### src/rtl/mem_arb_pkg.sv
// Shared types and constants for the two-master memory arbiter.
package mem_arb_pkg;

    typedef enum logic [1:0] {
        IDLE,
        REQ,
        WAIT,
        RESP
    } state_t;

    localparam logic OWN_IFU = 1'b0;
    localparam logic OWN_LSU = 1'b1;

    localparam int WMASK_W = 8;

endpackage

### src/rtl/mem_arbiter_if.sv
// Bus bundle between the fetch/LSU front-ends, the arbiter and the memory wrapper.
// The arbiter uses the slave modport; the environment that drives it uses master.
interface mem_arbiter_if
    import mem_arb_pkg::*;
#(
    parameter int ADDR_W = 32,
    parameter int DATA_W = 32
);
    logic               ifu_req_valid;
    logic               ifu_req_ready;
    logic [ADDR_W-1:0]  ifu_addr;
    logic               ifu_resp_valid;
    logic [DATA_W-1:0]  ifu_rdata;

    logic               lsu_req_valid;
    logic               lsu_req_ready;
    logic [ADDR_W-1:0]  lsu_addr;
    logic               lsu_wen;
    logic [DATA_W-1:0]  lsu_wdata;
    logic [WMASK_W-1:0] lsu_wmask;
    logic               lsu_resp_valid;
    logic [DATA_W-1:0]  lsu_rdata;

    logic               mem_req_valid;
    logic               mem_req_ready;
    logic [ADDR_W-1:0]  mem_addr;
    logic               mem_wen;
    logic [DATA_W-1:0]  mem_wdata;
    logic [WMASK_W-1:0] mem_wmask;
    logic               mem_resp_valid;
    logic [DATA_W-1:0]  mem_rdata;

    modport slave (
        input  ifu_req_valid, ifu_addr,
        input  lsu_req_valid, lsu_addr, lsu_wen, lsu_wdata, lsu_wmask,
        input  mem_req_ready, mem_resp_valid, mem_rdata,
        output ifu_req_ready, ifu_resp_valid, ifu_rdata,
        output lsu_req_ready, lsu_resp_valid, lsu_rdata,
        output mem_req_valid, mem_addr, mem_wen, mem_wdata, mem_wmask
    );

    modport master (
        output ifu_req_valid, ifu_addr,
        output lsu_req_valid, lsu_addr, lsu_wen, lsu_wdata, lsu_wmask,
        output mem_req_ready, mem_resp_valid, mem_rdata,
        input  ifu_req_ready, ifu_resp_valid, ifu_rdata,
        input  lsu_req_ready, lsu_resp_valid, lsu_rdata,
        input  mem_req_valid, mem_addr, mem_wen, mem_wdata, mem_wmask
    );

endinterface

### src/rtl/mem_arb_pick.sv
// Combinational grant selection between IFU and LSU.
// MEM_ARB_RR_EN selects round-robin on ties; otherwise LSU has fixed priority.
module mem_arb_pick
    import mem_arb_pkg::*;
(
    input  logic ifu_valid,
    input  logic lsu_valid,
    input  logic last,
    output logic grant,
    output logic any_valid
);

    // NOTE: every output of a combinational block gets a default first, so no path infers a latch.
    always_comb begin
        any_valid = ifu_valid | lsu_valid;
        grant     = OWN_IFU;
`ifdef MEM_ARB_RR_EN
        if (ifu_valid && lsu_valid) begin
            grant = ~last;
        end else if (lsu_valid) begin
            grant = OWN_LSU;
        end
`else
        if (lsu_valid) begin
            grant = OWN_LSU;
        end
`endif
    end

`ifndef MEM_ARB_RR_EN
    // Fixed priority never looks at the previous grant.
    logic unused_last;
    assign unused_last = last;
`endif

endmodule

### src/rtl/mem_arbiter.sv
// Serialises IFU and LSU requests onto the single memory port, one transaction at a time.
// Define MEM_ARB_RR_EN for round-robin tie-breaking; default is LSU-first fixed priority.
module mem_arbiter
    import mem_arb_pkg::*;
#(
    parameter int ADDR_W = 32,
    parameter int DATA_W = 32
) (
    input  logic          clk,
    input  logic          rst,
    mem_arbiter_if.slave  bus
);

    state_t             state;
    logic               owner_q;
    logic [ADDR_W-1:0]  addr_q;
    logic               wen_q;
    logic [DATA_W-1:0]  wdata_q;
    logic [WMASK_W-1:0] wmask_q;
    logic               mem_req_valid_q;
    logic               ifu_resp_valid_q;
    logic               lsu_resp_valid_q;
    logic [DATA_W-1:0]  ifu_rdata_q;
    logic [DATA_W-1:0]  lsu_rdata_q;

    logic grant;
    logic any_valid;
    logic accept;
    logic last_grant;

`ifdef MEM_ARB_RR_EN
    logic last_q;
    assign last_grant = last_q;
`else
    assign last_grant = OWN_IFU;
`endif

    mem_arb_pick u_pick (
        .ifu_valid (bus.ifu_req_valid),
        .lsu_valid (bus.lsu_req_valid),
        .last      (last_grant),
        .grant     (grant),
        .any_valid (any_valid)
    );

    assign accept = (state == IDLE) && any_valid;

    assign bus.ifu_req_ready = (state == IDLE) && bus.ifu_req_valid && (grant == OWN_IFU);
    assign bus.lsu_req_ready = (state == IDLE) && bus.lsu_req_valid && (grant == OWN_LSU);

    assign bus.mem_req_valid  = mem_req_valid_q;
    assign bus.mem_addr       = addr_q;
    assign bus.mem_wen        = wen_q;
    assign bus.mem_wdata      = wdata_q;
    assign bus.mem_wmask      = wmask_q;
    assign bus.ifu_resp_valid = ifu_resp_valid_q;
    assign bus.ifu_rdata      = ifu_rdata_q;
    assign bus.lsu_resp_valid = lsu_resp_valid_q;
    assign bus.lsu_rdata      = lsu_rdata_q;

    // NOTE: sequential state uses non-blocking assignments so every register samples pre-edge values.
    always_ff @(posedge clk or negedge rst) begin
        if (!rst) begin
            state            <= IDLE;
            owner_q          <= OWN_IFU;
            addr_q           <= '0;
            wen_q            <= 1'b0;
            wdata_q          <= '0;
            wmask_q          <= '0;
            mem_req_valid_q  <= 1'b0;
            ifu_resp_valid_q <= 1'b0;
            lsu_resp_valid_q <= 1'b0;
            ifu_rdata_q      <= '0;
            lsu_rdata_q      <= '0;
`ifdef MEM_ARB_RR_EN
            last_q           <= OWN_IFU;
`endif
        end else begin
            case (state)
                IDLE: begin
                    if (accept) begin
                        owner_q         <= grant;
                        mem_req_valid_q <= 1'b1;
                        state           <= REQ;
`ifdef MEM_ARB_RR_EN
                        last_q          <= grant;
`endif
                        if (grant == OWN_LSU) begin
                            addr_q  <= bus.lsu_addr;
                            wen_q   <= bus.lsu_wen;
                            wdata_q <= bus.lsu_wdata;
                            wmask_q <= bus.lsu_wmask;
                        end else begin
                            // Instruction fetch is always a plain read.
                            addr_q  <= bus.ifu_addr;
                            wen_q   <= 1'b0;
                            wdata_q <= '0;
                            wmask_q <= '0;
                        end
                    end
                end
                REQ: begin
                    if (bus.mem_req_ready) begin
                        mem_req_valid_q <= 1'b0;
                        state           <= WAIT;
                    end
                end
                WAIT: begin
                    if (bus.mem_resp_valid) begin
                        state <= RESP;
                        if (owner_q == OWN_LSU) begin
                            lsu_rdata_q      <= wen_q ? '0 : bus.mem_rdata;
                            lsu_resp_valid_q <= 1'b1;
                        end else begin
                            ifu_rdata_q      <= bus.mem_rdata;
                            ifu_resp_valid_q <= 1'b1;
                        end
                    end
                end
                RESP: begin
                    ifu_resp_valid_q <= 1'b0;
                    lsu_resp_valid_q <= 1'b0;
                    state            <= IDLE;
                end
                default: state <= IDLE;
            endcase
        end
    end

endmodule

### src/flat_wrapper.sv
// flat-port wrapper written by rule: the top's interface ports become plain ports
module mem_arbiter_flat import mem_arb_pkg::*;
#(
    parameter int ADDR_W = 32,
    parameter int DATA_W = 32
)
  (clk, rst, bus_ifu_req_valid, bus_ifu_addr, bus_lsu_req_valid, bus_lsu_addr, bus_lsu_wen, bus_lsu_wdata, bus_lsu_wmask, bus_mem_req_ready, bus_mem_resp_valid, bus_mem_rdata, bus_ifu_req_ready, bus_ifu_resp_valid, bus_ifu_rdata, bus_lsu_req_ready, bus_lsu_resp_valid, bus_lsu_rdata, bus_mem_req_valid, bus_mem_addr, bus_mem_wen, bus_mem_wdata, bus_mem_wmask);
  mem_arbiter_if #(.ADDR_W(ADDR_W), .DATA_W(DATA_W)) bus_i ();
  input  logic clk;
  input  logic rst;
  input wire logic [$bits(bus_i.ifu_req_valid)-1:0] bus_ifu_req_valid;
  input wire logic [$bits(bus_i.ifu_addr)-1:0] bus_ifu_addr;
  input wire logic [$bits(bus_i.lsu_req_valid)-1:0] bus_lsu_req_valid;
  input wire logic [$bits(bus_i.lsu_addr)-1:0] bus_lsu_addr;
  input wire logic [$bits(bus_i.lsu_wen)-1:0] bus_lsu_wen;
  input wire logic [$bits(bus_i.lsu_wdata)-1:0] bus_lsu_wdata;
  input wire logic [$bits(bus_i.lsu_wmask)-1:0] bus_lsu_wmask;
  input wire logic [$bits(bus_i.mem_req_ready)-1:0] bus_mem_req_ready;
  input wire logic [$bits(bus_i.mem_resp_valid)-1:0] bus_mem_resp_valid;
  input wire logic [$bits(bus_i.mem_rdata)-1:0] bus_mem_rdata;
  output wire logic [$bits(bus_i.ifu_req_ready)-1:0] bus_ifu_req_ready;
  output wire logic [$bits(bus_i.ifu_resp_valid)-1:0] bus_ifu_resp_valid;
  output wire logic [$bits(bus_i.ifu_rdata)-1:0] bus_ifu_rdata;
  output wire logic [$bits(bus_i.lsu_req_ready)-1:0] bus_lsu_req_ready;
  output wire logic [$bits(bus_i.lsu_resp_valid)-1:0] bus_lsu_resp_valid;
  output wire logic [$bits(bus_i.lsu_rdata)-1:0] bus_lsu_rdata;
  output wire logic [$bits(bus_i.mem_req_valid)-1:0] bus_mem_req_valid;
  output wire logic [$bits(bus_i.mem_addr)-1:0] bus_mem_addr;
  output wire logic [$bits(bus_i.mem_wen)-1:0] bus_mem_wen;
  output wire logic [$bits(bus_i.mem_wdata)-1:0] bus_mem_wdata;
  output wire logic [$bits(bus_i.mem_wmask)-1:0] bus_mem_wmask;
  assign bus_i.ifu_req_valid = bus_ifu_req_valid;
  assign bus_i.ifu_addr = bus_ifu_addr;
  assign bus_i.lsu_req_valid = bus_lsu_req_valid;
  assign bus_i.lsu_addr = bus_lsu_addr;
  assign bus_i.lsu_wen = bus_lsu_wen;
  assign bus_i.lsu_wdata = bus_lsu_wdata;
  assign bus_i.lsu_wmask = bus_lsu_wmask;
  assign bus_i.mem_req_ready = bus_mem_req_ready;
  assign bus_i.mem_resp_valid = bus_mem_resp_valid;
  assign bus_i.mem_rdata = bus_mem_rdata;
  assign bus_ifu_req_ready = bus_i.ifu_req_ready;
  assign bus_ifu_resp_valid = bus_i.ifu_resp_valid;
  assign bus_ifu_rdata = bus_i.ifu_rdata;
  assign bus_lsu_req_ready = bus_i.lsu_req_ready;
  assign bus_lsu_resp_valid = bus_i.lsu_resp_valid;
  assign bus_lsu_rdata = bus_i.lsu_rdata;
  assign bus_mem_req_valid = bus_i.mem_req_valid;
  assign bus_mem_addr = bus_i.mem_addr;
  assign bus_mem_wen = bus_i.mem_wen;
  assign bus_mem_wdata = bus_i.mem_wdata;
  assign bus_mem_wmask = bus_i.mem_wmask;
  mem_arbiter #(.ADDR_W(ADDR_W), .DATA_W(DATA_W)) u_core (.clk(clk), .rst(rst), .bus(bus_i));
endmodule
### config.mk
export PLATFORM = sky130hd
export DESIGN_NAME = mem_arbiter_flat
export DESIGN_NICKNAME = d
export VERILOG_FILES = /design/src/rtl/mem_arb_pkg.sv /design/src/rtl/mem_arbiter_if.sv /design/src/rtl/mem_arb_pick.sv /design/src/rtl/mem_arbiter.sv /design/src/flat_wrapper.sv
export SDC_FILE = /design/constraint.sdc
export NUM_CORES = 1
export LEC_CHECK = 0
export BUFFER_PORTS_ARGS = -buffer_cell sky130_fd_sc_hd__clkbuf_2
export CAP_MARGIN = 5
export CORE_MARGIN = 2
export CORE_UTILIZATION = 45
export DETAILED_ROUTE_END_ITERATION = 10
export PLACE_DENSITY = 0.82
export SYNTH_ARGS = -nofsm -noshare
export SYNTH_HDL_FRONTEND = slang
export SYNTH_SLANG_ARGS = --single-unit
### constraint.sdc
create_clock -name clk -period 2.39 [get_ports clk]
set_clock_uncertainty 0.15 [all_clocks]
set_input_delay 0.3585 -clock clk [delete_from_list [all_inputs] [get_ports clk]]
set_output_delay 0.3585 -clock clk [all_outputs]
set_load 0.01 [all_outputs]
==> reports/qor.csv, run 1 <==
metric,value,unit
status,completed,
worst slew pin tran,635,ps
io pins,285,
diode count,0,
sequential-to-total area share from yosys stat,60.1,%
Max clock buf depth,2,
post-synthesis cell area,5960,um2
post-synth top area cell,dfrtp_1,
first-pass GRT wire length,23300,um
crit path launch,u_core.state[1],
Post-synth EDFFs,0,
CTS buffer count,17,
DP HPWL,10600,um
global route total overflow,0,
CTS tree,yes,
Most used DFF post-synth,dfrtp_1,
post-synth top area share,60.1,%
CTS Sinks,143,
Pwr Density,1350,nW/um2
maxcap violations,0,
htree depth,4,
"setup slack, reg-to-reg",490,ps
WP buf/inv,2,
Final period util,90.7,%
capture point of the critical path,bus_ifu_req_ready,
largest net degree at the start of global routing,65,
asr flop ratio synth,100,%
DIE AREA,14200,um2
Avg WL per Cell,15.5,um
static leakage,4.51,nW
f_max,462,MHz
critical path peak fanout,5,
Tmin final,2170,ps
"Clk pin slew, worst setup/hold paths",60,ps
placed cell count,911,
post-layout instance count excluding filler cells,949,
VDD IR max,618,uV
clock root buffer,clkbuf_16,
row count,42,
Synth Instances,472,
slew margin rel.,57.5,%
final setup vio count,0,
crit path kind,reg -> out,
gr usage total,21.1,%
launching point of the worst reg2reg path,u_core.state[0],
Worst Reg-to-Reg Cells,5,
Die Span Y,119,um
CP startpoint kind,flop,
DR pass1 iterations,4,
critical path data arrival time,1660,ps
critical path depth in cells,5,
final hold viol count,0,
Die W,119,um
via count,4651,
CP required,1880,ps
syn avg cell area,12.6,um2
port bufs,284,
Cell variety after synth,31,
Max Slew Vio Count,0,
layout overhead on the synthesized area,38.0,%
Sequential Area,3580,um2
Slowest cell on crit path,dfrtp_1,
layout cells sized above 1,47.1,%
placed inst area,7540,um2
Post-synth top cells,"143 x dfrtp_1, 66 x nand2_1, 63 x o21ai_0",
CP peak stage delay,420,ps
top-count cell post-synth,dfrtp_1,
RSZ-0062 raised after global routing,false,
nets,909,
register bit total from synthesis,143,
Multi-input gate area,2150,um2
initial antenna violation count,0,
Setup crit end kind,primary output,
Iter 0 DRT Violations,319,
routability cong.,0.792,
vias in the first global route,4534,
worst skew pair latency,410,ps
ANT nets after route,0,
total wire length,14700,um
Fillers,1056,
R2R Path End,u_core.bus.ifu_rdata[14],
worst hold path type,in -> reg,
Post-route DRC,0,
total core area,13100,um2
CP cell instances,"inv_1, ha_2, nand2_1, nor2_1, clkbuf_2",
Mapped Nets,620,
"CP delay by family, top",flip-flops,
YS warnings,0,
final setup TNS,0,ps
starting density of the core,45.5,%
Via density,4.90,
largest cells by area after synthesis,"dfrtp_1 60%, mux2_4 7.6%, a22o_1 6.0%",
Final Util,62.8,%
post-route cell area,8220,um2
-- cell type report --
class / instances / area share (%)
clock inverters: 8 / 1.26
inverters: 4 / 0.183
multi-input cells: 292 / 26.2
repair buffers: 303 / 20.1
flip-flops and latches: 143 / 43.5
clock buffers: 23 / 6.06
well taps: 176 / 2.68
-- what timing repair did --
action	4_1_cts	5_1_grt
hold buffers	5	2
endpoints found under the hold margin	52	2
endpoints found under the setup margin	0	1
resized for setup	0	1
buffers inserted	0	0
-- routing by layer --
layer,wire (um),vias up,global-route usage [%]
met4,255,0,6.55
met5,0,-,0
met1,6100,2211,25.7
met2,7130,196,34.8
li1,-,2219,-
met3,1180,25,8.09
-- state kept, by name, summed over array words and instances, names as in the netlist --
signal,count
u_core.state,2
u_core.owner_q,1
u_core.bus.lsu_rdata,32
u_core.bus.mem_addr,32
u_core.bus.mem_wen,1
u_core.bus.ifu_resp_valid,1
u_core.bus.mem_wdata,32
u_core.bus.mem_req_valid,1
u_core.bus.mem_wmask,8
u_core.bus.lsu_resp_valid,1
u_core.bus.ifu_rdata,32
-- metrics by stage --
| step | total power [W] | setup slack (ps) | hold slack [ps] |
|---|---|---|---|
| 2_1_floorplan | 0.00670 | 663 | -87.1 |
| 5_1_grt | 0.0118 | 58.5 | 0.494 |
| 4_1_cts | 0.0112 | 103 | 0.804 |
| 3_3_place_gp | 0.00836 | 573 | 185 |
| 3_5_place_dp | 0.00853 | 495 | 184 |
| 6_report | 0.0111 | 223 | 16.8 |
-- worst reg2reg max path: stages, from the launching register on --
cell	delay, ps
dfrtp_1	400
inv_1	110
ha_1	330
nand3b_4	140
buf_12	250
mux2_2	410
-- power breakdown --
part | total [W] | switching, W | internal, W
registers | 0.00429 | 0.000713 | 0.00358
logic | 0.00420 | 0.00216 | 0.00204
clock network | 0.00264 | 0.000970 | 0.00167
-- cells by family (layout without fill, tap and decap cells) --
| group | count (synthesis) | in the layout | share of synthesized area (%) |
|---|---|---|---|
| buf+inv | 37 | 338 | 3.82 |
| mux | 65 | 65 | 13.5 |
| simple gates | 106 | 106 | 8.55 |
| compound gates | 116 | 116 | 13.0 |
| fa+ha+maj | 5 | 5 | 1.05 |
| flops | 143 | 143 | 60.1 |
-- placed cells by master (no fill, tap or decap), types with 2 or more instances in the layout --
| cell | n |
|---|---|
| a21o_1 | 2 |
| a22o_1 | 41 |
| buf_12 | 5 |
| buf_4 | 7 |
| bufinv_16 | 2 |
| clkbuf_16 | 17 |
| clkbuf_2 | 283 |
| clkbuf_8 | 5 |
| clkinvlp_4 | 4 |
| dfrtp_1 | 143 |
| dlygate4sd3_1 | 7 |
| ha_1 | 4 |
| inv_1 | 3 |
| mux2_2 | 2 |
| mux2_4 | 30 |
| mux2i_1 | 32 |
| nand2_1 | 66 |
| nand2b_1 | 32 |
| nor2_1 | 2 |
| nor2b_1 | 2 |
| o21ai_0 | 63 |
| o21ai_1 | 3 |
-- how the worst min path moves through the flow --
stage                                     to  slack, ps              from  cells past startpoint
finish               u_core.bus.mem_wdata[2]         20  bus_lsu_wdata[2]                      2
global route         u_core.bus.mem_wmask[4]        0.5  bus_lsu_wmask[4]                      2
CTS                  u_core.bus.mem_wmask[5]        0.8  bus_lsu_wmask[5]                      2
detailed placement  u_core.bus.ifu_rdata[28]        180               rst                      1
global placement    u_core.bus.ifu_rdata[28]        180               rst                      1
floorplan            u_core.bus.ifu_rdata[0]        -90               rst                      0
Note: power is estimated with default switching activity, not from simulation.
==> inputs of run 2 (changes only) <==
Settings changed: CORE_MARGIN 2 to unset.
==> run 2 against run 1 <==
Net effect: combinational power about the same; non-clock buffer count grew 3; sequential share of layout area is essentially flat; largest cell class unchanged; final area about the same; first-iteration DRC count fell by 19%; flip-flop and latch count unchanged; largest power group unchanged; register-to-register slack worse by 150 ps; worst setup slack got worse by 24 ps; hold slack improved by 2.8 ps; global-route usage grew 1.3 points; via count is 2.2% higher; final cell count stayed put.
==> reports/qor.csv, run 2 (same netlist as run 1, synthesis figures left out) <==
metric,value,unit,change
final setup TNS,0,ps,unchanged
clock root buffer,clkbuf_16,,
gr usage total,22.4,%,+1.3 points
CP startpoint kind,flop,,
"CP delay by family, top",flip-flops,,
htree depth,4,,unchanged
worst skew pair latency,410,ps,about the same
DIE AREA,13700,um2,-3.3%
Final WS setup,199,ps,-24.4 ps
Avg WL per Cell,16.2,um,+5.0%
Final period util,91.7,%,+1.0 points
Setup crit end kind,primary output,,
Multi-input gate area,2150,um2,-0.12%
worst hold margin,19.6,ps,+2.79 ps
io pins,285,,unchanged
layout overhead on the synthesized area,37.9,%,about the same
Iter 0 DRT Violations,257,,-19%
worst hold path type,in -> reg,,
port bufs,284,,unchanged
DP HPWL,11100,um,+4.6%
ANT nets after route,0,,unchanged
vias in the first global route,4640,,+2.3%
CTS buffer count,17,,unchanged
f_max,456,MHz,-1.1%
crit path launch,u_core.state[0],,
Post-route DRC,0,,unchanged
CP peak stage delay,410,ps,about the same
critical path peak fanout,5,,unchanged
"Clk pin slew, worst setup/hold paths",60,ps,about the same
post-CTS sizing,0,,unchanged
Die Span Y,117,um,-1.7%
Max Slew Vio Count,0,,unchanged
worst slack at placement,337,ps,-157 ps
row count,41,,-2.4%
layout cells sized above 1,46.3,%,-0.76 points
Final Util,64.3,%,+1.5 points
CTS tree,yes,,
CP required,1880,ps,about the same
total core area,12800,um2,-2.4%
Slowest cell on crit path,dfrtp_1,,
status,completed,,
CTS Sinks,143,,unchanged
largest net degree at the start of global routing,85,,+31%
via count,4752,,+2.2%
DR pass1 iterations,4,,unchanged
crit path kind,reg -> out,,
global route total overflow,0,,unchanged
WP buf/inv,2,,unchanged
static leakage,4.51,nW,about the same
Max clock buf depth,2,,unchanged
CP cell instances,"inv_1, ha_1, nand2_1, nor2_1, clkbuf_2",,
initial antenna violation count,0,,unchanged
Via density,5.01,,+2.2%
final hold viol count,0,,unchanged
post-CTS setup repair buffer count,0,,unchanged
Final Power,0.0111,W,-0.34%
worst slew pin tran,615,ps,-20.7 ps
first-pass GRT wire length,23000,um,-1.4%
final setup vio count,0,,unchanged
diode count,0,,unchanged
routability cong.,0.759,,-4.2%
starting density of the core,46.6,%,+1.1 points
critical path data arrival time,1680,ps,+20 ps
slew margin rel.,58.9,%,+1.4 points
maxcap violations,0,,unchanged
most frequent cells in the layout,"283 x clkbuf_2, 143 x dfrtp_1, 66 x nand2_1, 63 x o21ai_0, 41 x a22o_1",,
Sequential Area,3580,um2,unchanged
Tmin final,2190,ps,+24.4 ps
"most common cell after layout, fill and taps aside",clkbuf_2,,
Die W,117,um,-1.7%
Fillers,943,,-11%
VDD IR max,689,uV,+12%
RSZ-0062 raised after global routing,false,,
worst hold start,bus_lsu_wdata[30],,
Pwr Density,1350,nW/um2,-0.29%
launching point of the worst reg2reg path,u_core.state[0],,
total wire length,15400,um,+5.0%
nets,912,,+0.33%
-- run 2: final timing paths --
check,endpoint,slack (ps),cells after the start
hold / removal,u_core.bus.mem_wdata[30],20,2
max in group asynchronous,u_core.bus.mem_wdata[2],1010,3
setup reg to reg,u_core.bus.ifu_rdata[28],340,5
hold reg to reg,u_core.bus.lsu_rdata[19],330,2
min in group asynchronous,u_core.bus.ifu_rdata[27],300,2
setup / recovery,bus_ifu_req_ready,200,5
-- run 2: area by class of cell --
type | count | share of cell area, %
Sequential cell | 143 | 43.6
Multi-Input combinational cell | 292 | 26.2
Inverter | 4 | 0.183
Clock inverter | 11 | 1.61
Timing Repair Buffer | 306 | 20.4
Tap cell | 172 | 2.62
Clock buffer | 21 | 5.48
-- run 2: stage by stage --
stage / instance area [um2] / std cells
2_1_floorplan: 5960 / 472
3_3_place_gp: 7510 / 905
3_5_place_dp: 7510 / 905
4_1_cts: 8220 / 949
5_1_grt: 8220 / 949
6_report: 8220 / 949
-- run 2: per-layer routing --
metal	up-vias	wire (um)	global-route usage, %	part of all wire, %
li1	2230	-	-	-
met1	2280	6210	25.3	40
met2	212	7710	38.5	50
met3	30	1150	7.78	7.5
met4	0	333	9.87	2.2
met5	-	0	0	0
-- run 2: where the power goes --
group          switching [W]  internal [W]
clock                0.00103       0.00158
sequential          0.000717       0.00358
combinational        0.00218       0.00201
total                0.00393       0.00717
-- run 2: repair_timing --
action                                 CTS  global route
hold buffers                            12             0
setup endpoints to repair                0             0
endpoints found under the hold margin   60             0
==> inputs of run 3 (changes only) <==
Settings changed: CORE_MARGIN set to 5, CORE_UTILIZATION 45 to 46, PLACE_DENSITY 0.82 to 0.84.
==> run 3 against run 2 <==
Net effect: final cell count is 0.11% lower; clock-buffer cell count is 1 lower; sequential power hardly changed; fmax is 0.72% higher; core utilization is 0.60 points higher; global-route usage is 2.0 points lower; via count is 1.2% lower; critical path type unchanged; sequential share of layout area is 0.053 points lower.
==> reports/qor.csv, run 3 (same netlist as run 1, synthesis figures left out) <==
metric,value,unit,change
status,completed,,
"most common cell after layout, fill and taps aside",clkbuf_2,,
Avg WL per Cell,16.6,um,+2.2%
worst slew pin tran,530,ps,-84.8 ps
crit path kind,reg -> out,,
Final Util,64.9,%,+0.60 points
Iter 0 DRT Violations,176,,-32%
Die Span Y,124,um,+5.8%
starting density of the core,47.0,%,+0.38 points
"setup slack, reg-to-reg",460,ps,+120 ps
capture point of the critical path,bus_lsu_req_ready,,
Post-route DRC,0,,unchanged
vias in the first global route,4819,,+3.9%
placed cell count,906,,+0.11%
"Clk pin slew, worst setup/hold paths",60,ps,about the same
clock root buffer,clkbuf_16,,
final setup vio count,0,,unchanged
Max clock buf depth,2,,unchanged
crit path launch,u_core.state[0],,
ANT nets after route,0,,unchanged
launching point of the worst reg2reg path,u_core.state[0],,
DP HPWL,11600,um,+4.6%
Die W,124,um,+5.8%
initial antenna violation count,1,,+1
post-layout instance count excluding filler cells,948,,-0.11%
first-pass GRT wire length,24300,um,+5.8%
Pwr Density,1350,nW/um2,-0.22%
final setup TNS,0,ps,unchanged
CTS buffer count,17,,unchanged
global route total overflow,0,,unchanged
DIE AREA,15300,um2,+12%
Worst Reg-to-Reg Cells,5,,unchanged
largest net degree at the start of global routing,83,,-2.4%
CP startpoint kind,flop,,
CP required,1880,ps,about the same
R2R Path End,u_core.bus.ifu_rdata[1],,
final hold viol count,0,,unchanged
post-CTS setup repair buffer count,0,,unchanged
VDD IR max,704,uV,+2.2%
nets,911,,-0.11%
layout overhead on the synthesized area,38.1,%,
CTS tree,yes,,
total wire length,15700,um,+2.1%
io pins,285,,unchanged
Final period util,91.0,%,-0.65 points
slew margin rel.,64.7,%,+5.8 points
maxcap violations,0,,unchanged
most frequent cells in the layout,"283 x clkbuf_2, 143 x dfrtp_1, 66 x nand2_1, 63 x o21ai_0, 41 x a22o_1",,
worst hold start,bus_lsu_wdata[5],,
critical path peak fanout,5,,unchanged
diode count,0,,unchanged
port bufs,284,,unchanged
critical path data arrival time,1670,ps,about the same
Max Slew Vio Count,0,,unchanged
DR pass1 iterations,4,,unchanged
worst hold path type,in -> reg,,
Final Power,0.0111,W,-0.10%
row count,41,,unchanged
gr usage total,20.4,%,-2.0 points
routability cong.,0.755,,-0.51%
total core area,12700,um2,-0.80%
f_max,460,MHz,+0.72%
layout cells sized above 1,46.8,%,+0.45 points
worst skew pair latency,410,ps,about the same
Tmin final,2180,ps,-15.6 ps
static leakage,4.52,nW,+0.37%
Via density,4.95,,-1.1%
via count,4694,,-1.2%
Setup crit end kind,primary output,,
CTS Sinks,143,,unchanged
htree depth,4,,unchanged
RSZ-0062 raised after global routing,false,,
[run 3: worst min path at each step]
stage / end / cells after the start
2_1_floorplan: u_core.bus.ifu_rdata[0] / 0
3_3_place_gp: u_core.bus.ifu_rdata[29] / 1
3_5_place_dp: u_core.bus.lsu_rdata[30] / 1
4_1_cts: u_core.bus.mem_wdata[29] / 2
5_1_grt: u_core.bus.mem_wdata[2] / 2
6_report: u_core.bus.mem_wdata[5] / 2
[run 3: metal layers]
metal  part of all wire, %  global-route usage [%]
met3                   9.8                    6.81
met1                    40                    25.3
met2                    47                    32.2
met5                 0.089                       0
met4                   3.1                    9.69
[run 3: power by group]
part           internal (W)  switching [W]
Clock               0.00160        0.00101
Sequential          0.00358       0.000706
Combinational       0.00202        0.00217
Total               0.00720        0.00388
[run 3: per-stage QoR]
stage / area, um2 / worst slack [ps] / hold slack [ps]
after CTS: 8230 / 178 / 2.26
after floorplan: 5960 / 663 / -87.1
final: 8230 / 215 / 22.1
after detailed placement: 7530 / 430 / 99.1
after global placement: 7530 / 497 / 98.6
after global routing: 8230 / 113 / 10.7
[run 3: worst max-delay path, stage by stage (launching register included)]
cell and delay (ps):
dfrtp_1 410, inv_1 110, ha_1 310, and2_1 260, clkbuf_2 170
[run 3: what timing repair did]
| item | 4_1_cts | 5_1_grt |
|---|---|---|
| hold buffers | 10 | 0 |
| resized for setup | 0 | 0 |
| endpoints found under the hold margin | 36 | 0 |
[run 3: cell type report]
| class | count | area [um2] |
|---|---|---|
| Multi-Input combinational cell | 292 | 2150 |
| Fill cell | 981 | 4450 |
| Inverter | 4 | 15.0 |
| Clock buffer | 20 | 457 |
| Clock inverter | 12 | 136 |
| Sequential cell | 143 | 3580 |
| Tap cell | 172 | 215 |
| Timing Repair Buffer | 305 | 1670 |
